`config.mk`:
```
export PLATFORM = sky130hd
export DESIGN_NAME = rob
export DESIGN_NICKNAME = d
export VERILOG_FILES = /design/src/rtl/rob.sv
export SDC_FILE = /design/constraint.sdc
export NUM_CORES = 2
export LEC_CHECK = 0
export ABC_AREA = 0
export BUFFER_PORTS_ARGS = -buffer_cell sky130_fd_sc_hd__buf_2
export CELL_PAD_IN_SITES_DETAIL_PLACEMENT = 1
export CELL_PAD_IN_SITES_GLOBAL_PLACEMENT = 1
export CORE_UTILIZATION = 46
export DETAILED_ROUTE_END_ITERATION = 16
export MAX_ROUTING_LAYER = met4
export PLACE_DENSITY_LB_ADDON = 0.1
export SYNTH_ARGS = -nofsm -noshare
export SYNTH_HDL_FRONTEND = slang
export SYNTH_SLANG_ARGS = --single-unit
```
`constraint.sdc`:
```
create_clock -name clock -period 41.9 [get_ports clock]
set_clock_uncertainty 0.15 [all_clocks]
set_input_delay 0 -clock clock [delete_from_list [all_inputs] [get_ports clock]]
set_output_delay 0 -clock clock [all_outputs]
set_load 0.03 [all_outputs]
```
`src/rtl/rob.sv`:
```
// Reorder buffer: 32 entries, two-wide dispatch, completion and in-order retire; all outputs zero latency.
// Backpressure: dispatch is refused via rob_instA_en_out/rob_instB_en_out when free entries run out.
module rob (
  input  logic       clock,
  input  logic       reset,
  input  logic       id_valid_instA,
  input  logic       id_valid_instB,
  input  logic [5:0] mt_ToldA,
  input  logic [5:0] mt_ToldB,
  input  logic [5:0] fl_TA,
  input  logic [5:0] fl_TB,
  input  logic [4:0] id_logdestAIdx,
  input  logic [4:0] id_logdestBIdx,
  input  logic       ex_cm_cdbA_rdy,
  input  logic       ex_cm_cdbB_rdy,
  input  logic [4:0] ex_cm_robAIdx,
  input  logic [4:0] ex_cm_robBIdx,
  output logic       rob_instA_en_out,
  output logic       rob_instB_en_out,
  output logic [4:0] rob_dispidxA_out,
  output logic [4:0] rob_dispidxB_out,
  output logic       rob_retireA_out,
  output logic       rob_retireB_out,
  output logic [5:0] rob_TA_out,
  output logic [5:0] rob_TB_out,
  output logic [5:0] rob_ToldA_out,
  output logic [5:0] rob_ToldB_out,
  output logic [4:0] rob_logidxA_out,
  output logic [4:0] rob_logidxB_out,
  output logic       rob_one_inst_out,
  output logic       rob_none_inst_out
);

  logic [5:0]  T          [32];
  logic [5:0]  T_old      [32];
  logic [4:0]  logdestIdx [32];
  logic [31:0] done;
  logic [4:0]  head;
  logic [4:0]  tail;
  logic [5:0]  count;

  logic [5:0]  freeCnt;
  logic [4:0]  headNext1;
  logic        instAEn;
  logic        instBEn;
  logic [4:0]  dispIdxA;
  logic [4:0]  dispIdxB;
  logic        retireA;
  logic        retireB;
  logic [5:0]  dispCnt;
  logic [5:0]  retCnt;
  logic [31:0] doneNext;

  // Free space uses the registered count, so slots retiring this cycle are not reused yet.
  assign freeCnt   = 6'd32 - count;
  assign headNext1 = head + 5'd1;

  always_comb begin
    instAEn  = id_valid_instA && (freeCnt >= 6'd1);
    instBEn  = id_valid_instB && (freeCnt >= (instAEn ? 6'd2 : 6'd1));
    dispIdxA = tail;
    dispIdxB = tail + {4'd0, instAEn};
    retireA  = (count >= 6'd1) && done[head];
    retireB  = retireA && (count >= 6'd2) && done[headNext1];
    dispCnt  = 6'(instAEn) + 6'(instBEn);
    retCnt   = 6'(retireA) + 6'(retireB);
  end

  assign rob_instA_en_out  = instAEn;
  assign rob_instB_en_out  = instBEn;
  assign rob_dispidxA_out  = dispIdxA;
  assign rob_dispidxB_out  = dispIdxB;
  assign rob_retireA_out   = retireA;
  assign rob_retireB_out   = retireB;
  assign rob_TA_out        = retireA ? T[head]               : 6'd0;
  assign rob_ToldA_out     = retireA ? T_old[head]           : 6'd0;
  assign rob_logidxA_out   = retireA ? logdestIdx[head]      : 5'd0;
  assign rob_TB_out        = retireB ? T[headNext1]          : 6'd0;
  assign rob_ToldB_out     = retireB ? T_old[headNext1]      : 6'd0;
  assign rob_logidxB_out   = retireB ? logdestIdx[headNext1] : 5'd0;
  assign rob_one_inst_out  = (count == 6'd31);
  assign rob_none_inst_out = (count == 6'd32);

  // Later assignments take priority: a dispatch into a slot beats a completion to it.
  always_comb begin
    doneNext = done;
    if (ex_cm_cdbA_rdy) doneNext[ex_cm_robAIdx] = 1'b1;
    if (ex_cm_cdbB_rdy) doneNext[ex_cm_robBIdx] = 1'b1;
    if (retireA)        doneNext[head]          = 1'b0;
    if (retireB)        doneNext[headNext1]     = 1'b0;
    if (instAEn)        doneNext[dispIdxA]      = 1'b0;
    if (instBEn)        doneNext[dispIdxB]      = 1'b0;
  end

  always_ff @(posedge clock or posedge reset) begin
    if (reset) begin
      head  <= 5'd0;
      tail  <= 5'd0;
      count <= 6'd0;
      done  <= 32'd0;
      for (int i = 0; i < 32; i++) begin
        T[i]          <= 6'd0;
        T_old[i]      <= 6'd0;
        logdestIdx[i] <= 5'd0;
      end
    end else begin
      head  <= head + retCnt[4:0];
      tail  <= tail + dispCnt[4:0];
      count <= count + dispCnt - retCnt;
      done  <= doneNext;
      if (instAEn) begin
        T[dispIdxA]          <= fl_TA;
        T_old[dispIdxA]      <= mt_ToldA;
        logdestIdx[dispIdxA] <= id_logdestAIdx;
      end
      if (instBEn) begin
        T[dispIdxB]          <= fl_TB;
        T_old[dispIdxB]      <= mt_ToldB;
        logdestIdx[dispIdxB] <= id_logdestBIdx;
      end
    end
  end

endmodule

```
======== Yosys cells after proc, flatten, opt, wreduce, memory -nomap -nowiden ========
Index checks and enable logic that the tools add are counted.
word-level totals
  register bits after elaboration ......... 592
cells by class
  $add $sub $neg .......................... 9
  $lt $le $gt $ge ......................... 22
  equality and inequality tests ........... 2
  mux-type cells .......................... 67
  bitwise logic cells ..................... 14
  reductions and logical operators ........ 13
operators by type and width
  operator            number
  $bwmux 192          4
  $mux 192            4
  $bwmux 160          2
  $mux 160            2
  $mux 32             6
  $and 32x32->32      4
  $not 32->32         4
  $bmux 6 s5          4
  $mux 6              14
  $or 32x32->32       2
  $demux 6 s5         2
  $bmux 5 s5          2
  $demux 5 s5         2
  $mux 5              8
  $lt 5x6->1 const B  6
  $demux 1 s5         6
  $ge 5x1->1 const B  6
  $ge 6x6->1 const B  4
  $not 5->6           4
  $logic_and 1x1->1   13
  $ge 6x1->1 const B  2
  $lt 6x1->1 const B  2
  $add 5x2->5         2
  $bmux 1 s5          2
  12 further kinds    20

======== Depth between registers and ports, before layout ========
  depth after elaboration ................. 16
  gate-level depth with buffers ........... 28

======== Worst setup path before layout ========
Ideal clock, no wire load.
  kind .................................... reg-to-reg
  start point ............................. register head[1]
  end point ............................... register count[5]
  library setup time ...................... 0.079 ns
  arrival time ............................ 5.612 ns
  data required time ...................... 41.671 ns
  setup slack ............................. 36.059 ns
  cell stages (with the launch flop) ...... 27
  path buffers ............................ 8
  clock period less this slack ............ 5.841 ns
  cells stage by stage .................... dfrtp_1 > buf_4 > buf_4 > buf_4 > buf_2 > buf_2 > buf_2 > inv_1 > ha_1 > buf_4 > mux4_2 > and3_1 > o41ai_4 > or2_1 > buf_2 > inv_2 > ha_1 > fa_1 > inv_1 > ha_1 > a21o_1 > a21oi_1 > nor2_1 > nor2_1 > nor2_1 > nor2_1 > xor2_1
between the ends
  cells in the longest elaborated chain, start to end .. 7
  elaborated cells between the ends (all ways) .. 10
  those cells by class .................... 3 x add/sub; 4 x mux; 3 x reduce/logical
ends and longest elaborated chain
  what                                                                 line  RTL
  start: declaration                                                   38    logic [4:0] head;
  start signal: assignment                                             107   head <= head + retCnt[4:0];
  parallel branches: the longest is 4 deep, another holds $add 5x1->5  n/a
  $logic_and 1x1->1 *                                                  64    retireB = retireA && (count >= 6'd2) && done[headNext1];
  net rob_retireB_out                                                  23    output logic rob_retireB_out,
  $add 1x1->2 *                                                        66    retCnt = 6'(retireA) + 6'(retireB);
  $sub 6x2->6 *                                                        109   count <= count + dispCnt - retCnt;
  end signal: assignment                                               109
  end: declaration                                                     40    logic [5:0] count;
Mark *: on every way through the listed nets, which the timed path passes. The select of a mux whose other input is x is not followed.

======== Final worst setup path ========
  start point ............................. register head[0]
  end point ............................... register count[5]
between the ends
  cells in the longest elaborated chain, start to end .. 7
  elaborated cells between the ends (all ways) .. 10
  those cells by class .................... 3 x add/sub; 4 x mux; 3 x reduce/logical
ends and longest elaborated chain
  what                                                                 line
  parallel branches: the longest is 5 deep, another holds $add 5x1->5  n/a
  $add 1x1->2 *                                                        66
  $sub 6x2->6 *                                                        109
Mark *: on every way between the ends. The select of a mux whose other input is x is not followed.

==> results.cfg <==
[status]
outcome = finished, final reports clean

[yosys]
yosys.cell_types.count = 61
cell_with_the_most_instances_after_synthesis = dfrtp_1
yosysWarningCount = 0
netlist_top_cells_area = dfrtp_1, mux4_2, mux2i_1
synth.net_count = 3677
synth-compound-area-share_pct = 11.46
synth-xor-area-share_pct = 0.4573
synth-main-ff-cell = dfrtp_1
synth-adder-area-share_pct = 1.230
synth_largest_type_area_fraction_pct = 38.95
synth_top_area_cell = dfrtp_1
yosys-mux-area-fraction_pct = 32.92
ys_seq_area_share_pct = 38.95
synth_simple_gate_area_share_pct = 9.681
yosys_register_bits = 592
ys_top_cells_by_count = dfrtp_1, mux2i_1, nor2_1, a21oi_1, mux4_2
synth.cell_area_um2 = 38040
synth-edff-count = 0
synthCells = 3592
async_flop_share_pct = 100.0
synthesis.area_per_instance_um2 = 10.59
dominant_combinational_cell_family_by_area_after_synthesis = multiplexers

[grt]
first_global_vias = 33020
grt_first_pass_wirelength_mm = 237.5
maximum_number_of_pins_on_one_net_before_global_route_repair = 157
global_route.usage.total_pct = 40.84
antenna_violations_before_repair = 14
gr-total-overflow = 0

[sta]
relSlewSlack_pct = 10.67
setup_violations = 0
timing.final.crit_period_ps = 6400
fin_hold_viols = 0
finalWorstSetupSlack_ps = 35500
max_freq_ghz = 0.1562
crit_share_post_route_pct = 15.27
drv_slew = 0
worst_pin_slew_ps = 1336
rsz0062_at_grt = false
timing.setup.tns_ps = 0

[worst_setup_path]
cp.buffers_inverters = 3
crit_arrival_ps = 6800
cpMostUsedCell = nor2_1
r2r-end = count[5]
worst-endpoint-required_ps = 42300
worstPathMaxFanout = 30
start_kind = flip-flop
worst-setup-path-type = flip-flop to flip-flop
rrSetupSlack_ps = 35500
worst_r2r_path_depth = 19
endpoint_kind = flip-flop
cp_slowest_stage_delay_ps = 770
worst_path_dominant_cell_family = adder cells
r2r-start = head[0]
worstPathCellList = inv_1 -> ha_4 -> mux4_2 -> nand2_1 -> a21oi_1 -> o41ai_4 -> or2_1 -> inv_2 -> ha_1 -> fa_1 -> inv_1 -> ha_1 -> a21o_1 -> a21oi_1 -> nor2_1 -> nor2_1 -> nor2_1 -> nor2_1 -> xor2_1
critPathSlowestCell = ha_4

[floorplan]
die_x_um = 289.6
floorplan.io_pins = 100
die_height_um = 289.6
design.core.area_um2 = 81980
fp-row-count = 105
fp.dieArea_um2 = 83840
floorplan.initialDensity_pct = 46.40

[hold_path]
hp-start = ex_cm_cdbA_rdy
worstHoldPathType = input port to flip-flop
worstHoldPathCells = 5
min_delay_worst_endpoint = done[30]

[final_layout]
finalNetCount = 3599
share_of_cells_above_drive_strength_1_pct = 18.44
area_growth_pct = 10.37
finalInstanceArea_um2 = 41980

[routing]
ant_nets = 0
remaining_design_rule_violation_count = 0
dr_total_vias = 32260
totalWireLength_mm = 165.2
drt_iter0_markers = 3732
detailedRoute.firstPassIterationCount = 5
via_per_inst = 6.932
route.detailed.wl_per_inst_um = 35.49

[clock_tree]
clkSlewWorstSetupHoldPaths_ps = 60
number_of_instances_resized_during_post_cts_repair = 0
post_cts_buffers = 0
tritoncts.num_buffers = 73
cts.path.max_buffers = 3
cts_tree = yes
holdBufCountCts = 75
clock_tree_root_driver_cell = clkbuf_16
insertion_delay_ps = 630
htreeDepth = 3
cts_sinks = 592

[placement]
dp.final_hpwl_mm = 100.5
placed_area_um2 = 38810
buffer_ports.inserted = 99
place.gp.congestion = 0.9818
pre_cts_slack_ps = 35580

[power]
p_leak_nw = 20.25
peakVddDrop_mv = 0.09483
total_power_mw = 4.153
p_per_cell_area_nw_per_um2 = 98.94

[job]
cap_viol_max_count = 0
==> cell families (layout without fill, tap and decap cells) <==
| logic type | Yosys count | after routing |
|---|---|---|
| xor+xnor | 19 | 19 |
| fa+ha+maj | 35 | 35 |
| buf+inv | 422 | 403 |
| compound gates | 780 | 780 |
| mux | 879 | 879 |
| flops | 592 | 592 |
| other cells | 0 | 11 |
| simple gates | 865 | 865 |
==> layout by cell type, fill, tap and decap left out, drive strengths merged, types with 15 or more instances in the layout <==
cell type    Yosys  routed
a211oi          24      24
a21oi          503     503
a32oi           15      15
buf            150     161
clkbuf         239     117
dfrtp          592     592
dlygate4sd3      0      75
ha              31      31
inv             33      36
mux2i          578     578
mux4           297     297
nand2          130     130
nand3           48      48
nor2           567     567
nor3            24      24
o211ai          22      22
o21ai           75      75
o22ai          101     101
==> worst max-delay path by stage <==
stage	from	to	slack [ps]	cells after the start
5_1_grt	head[0]	count[5]	35130	19
3_3_place_gp	head[0]	count[5]	35690	19
4_1_cts	head[0]	count[5]	35480	19
3_5_place_dp	head[0]	count[5]	35580	19
6_report	head[0]	count[5]	35500	19
2_1_floorplan	reset	T[0]	25180	1
==> state kept, by name, indices dropped and copies added (netlist names) <==
name / count
done: 32
count: 6
rob_dispidxA_out: 5
head: 5
T_old: 192
T: 192
logdestIdx: 160
==> metrics by stage <==
step | hold slack, ps | std cells | utilization (%)
floorplan | 9.055 | 3592 | -
global placement | 106.5 | 4434 | 47.34
detailed placement | 116.2 | 4434 | 47.34
CTS | 11.73 | 4643 | 51.17
global route | 87.32 | 4653 | 51.20
finish | 79.83 | 4654 | 51.21
==> where the power goes <==
part	internal, mW	leakage [nW]	switching [mW]	total [mW]
registers	0.870	7.08	0.267	1.14
clock network	0.374	1.18	0.271	0.645
logic	1.02	12.0	1.36	2.37
total	2.26	20.2	1.89	4.15
==> final cells by class <==
cell class | instances | area (um2)
fill | 8723 | 40000
multi-input combinational | 2578 | 21510
sequential | 592 | 14820
clock buffer | 117 | 2205
timing repair buffer | 236 | 1762
tap | 1070 | 1339
clock inverter | 17 | 186.4
inverter | 33 | 131.4
antenna | 11 | 27.53
==> layer usage <==
metal / vias up / track usage [%] / routed length, um
met3: 527 / 7.841 / 14300
met1: 16980 / 51.13 / 63640
met2: 1689 / 62.66 / 76870
li1: 13060 / - / -
met5: - / - / 0
met4: 0 / 22.11 / 10340
==> worst min-delay path, delay by kind of cell <==
kind	cells	cell delay, ps
AO/OA/AOI/OAI	3	370
AND/OR/NAND/NOR	1	320
buffers and inverters	1	120
Power figures use the tool's default switching activity.
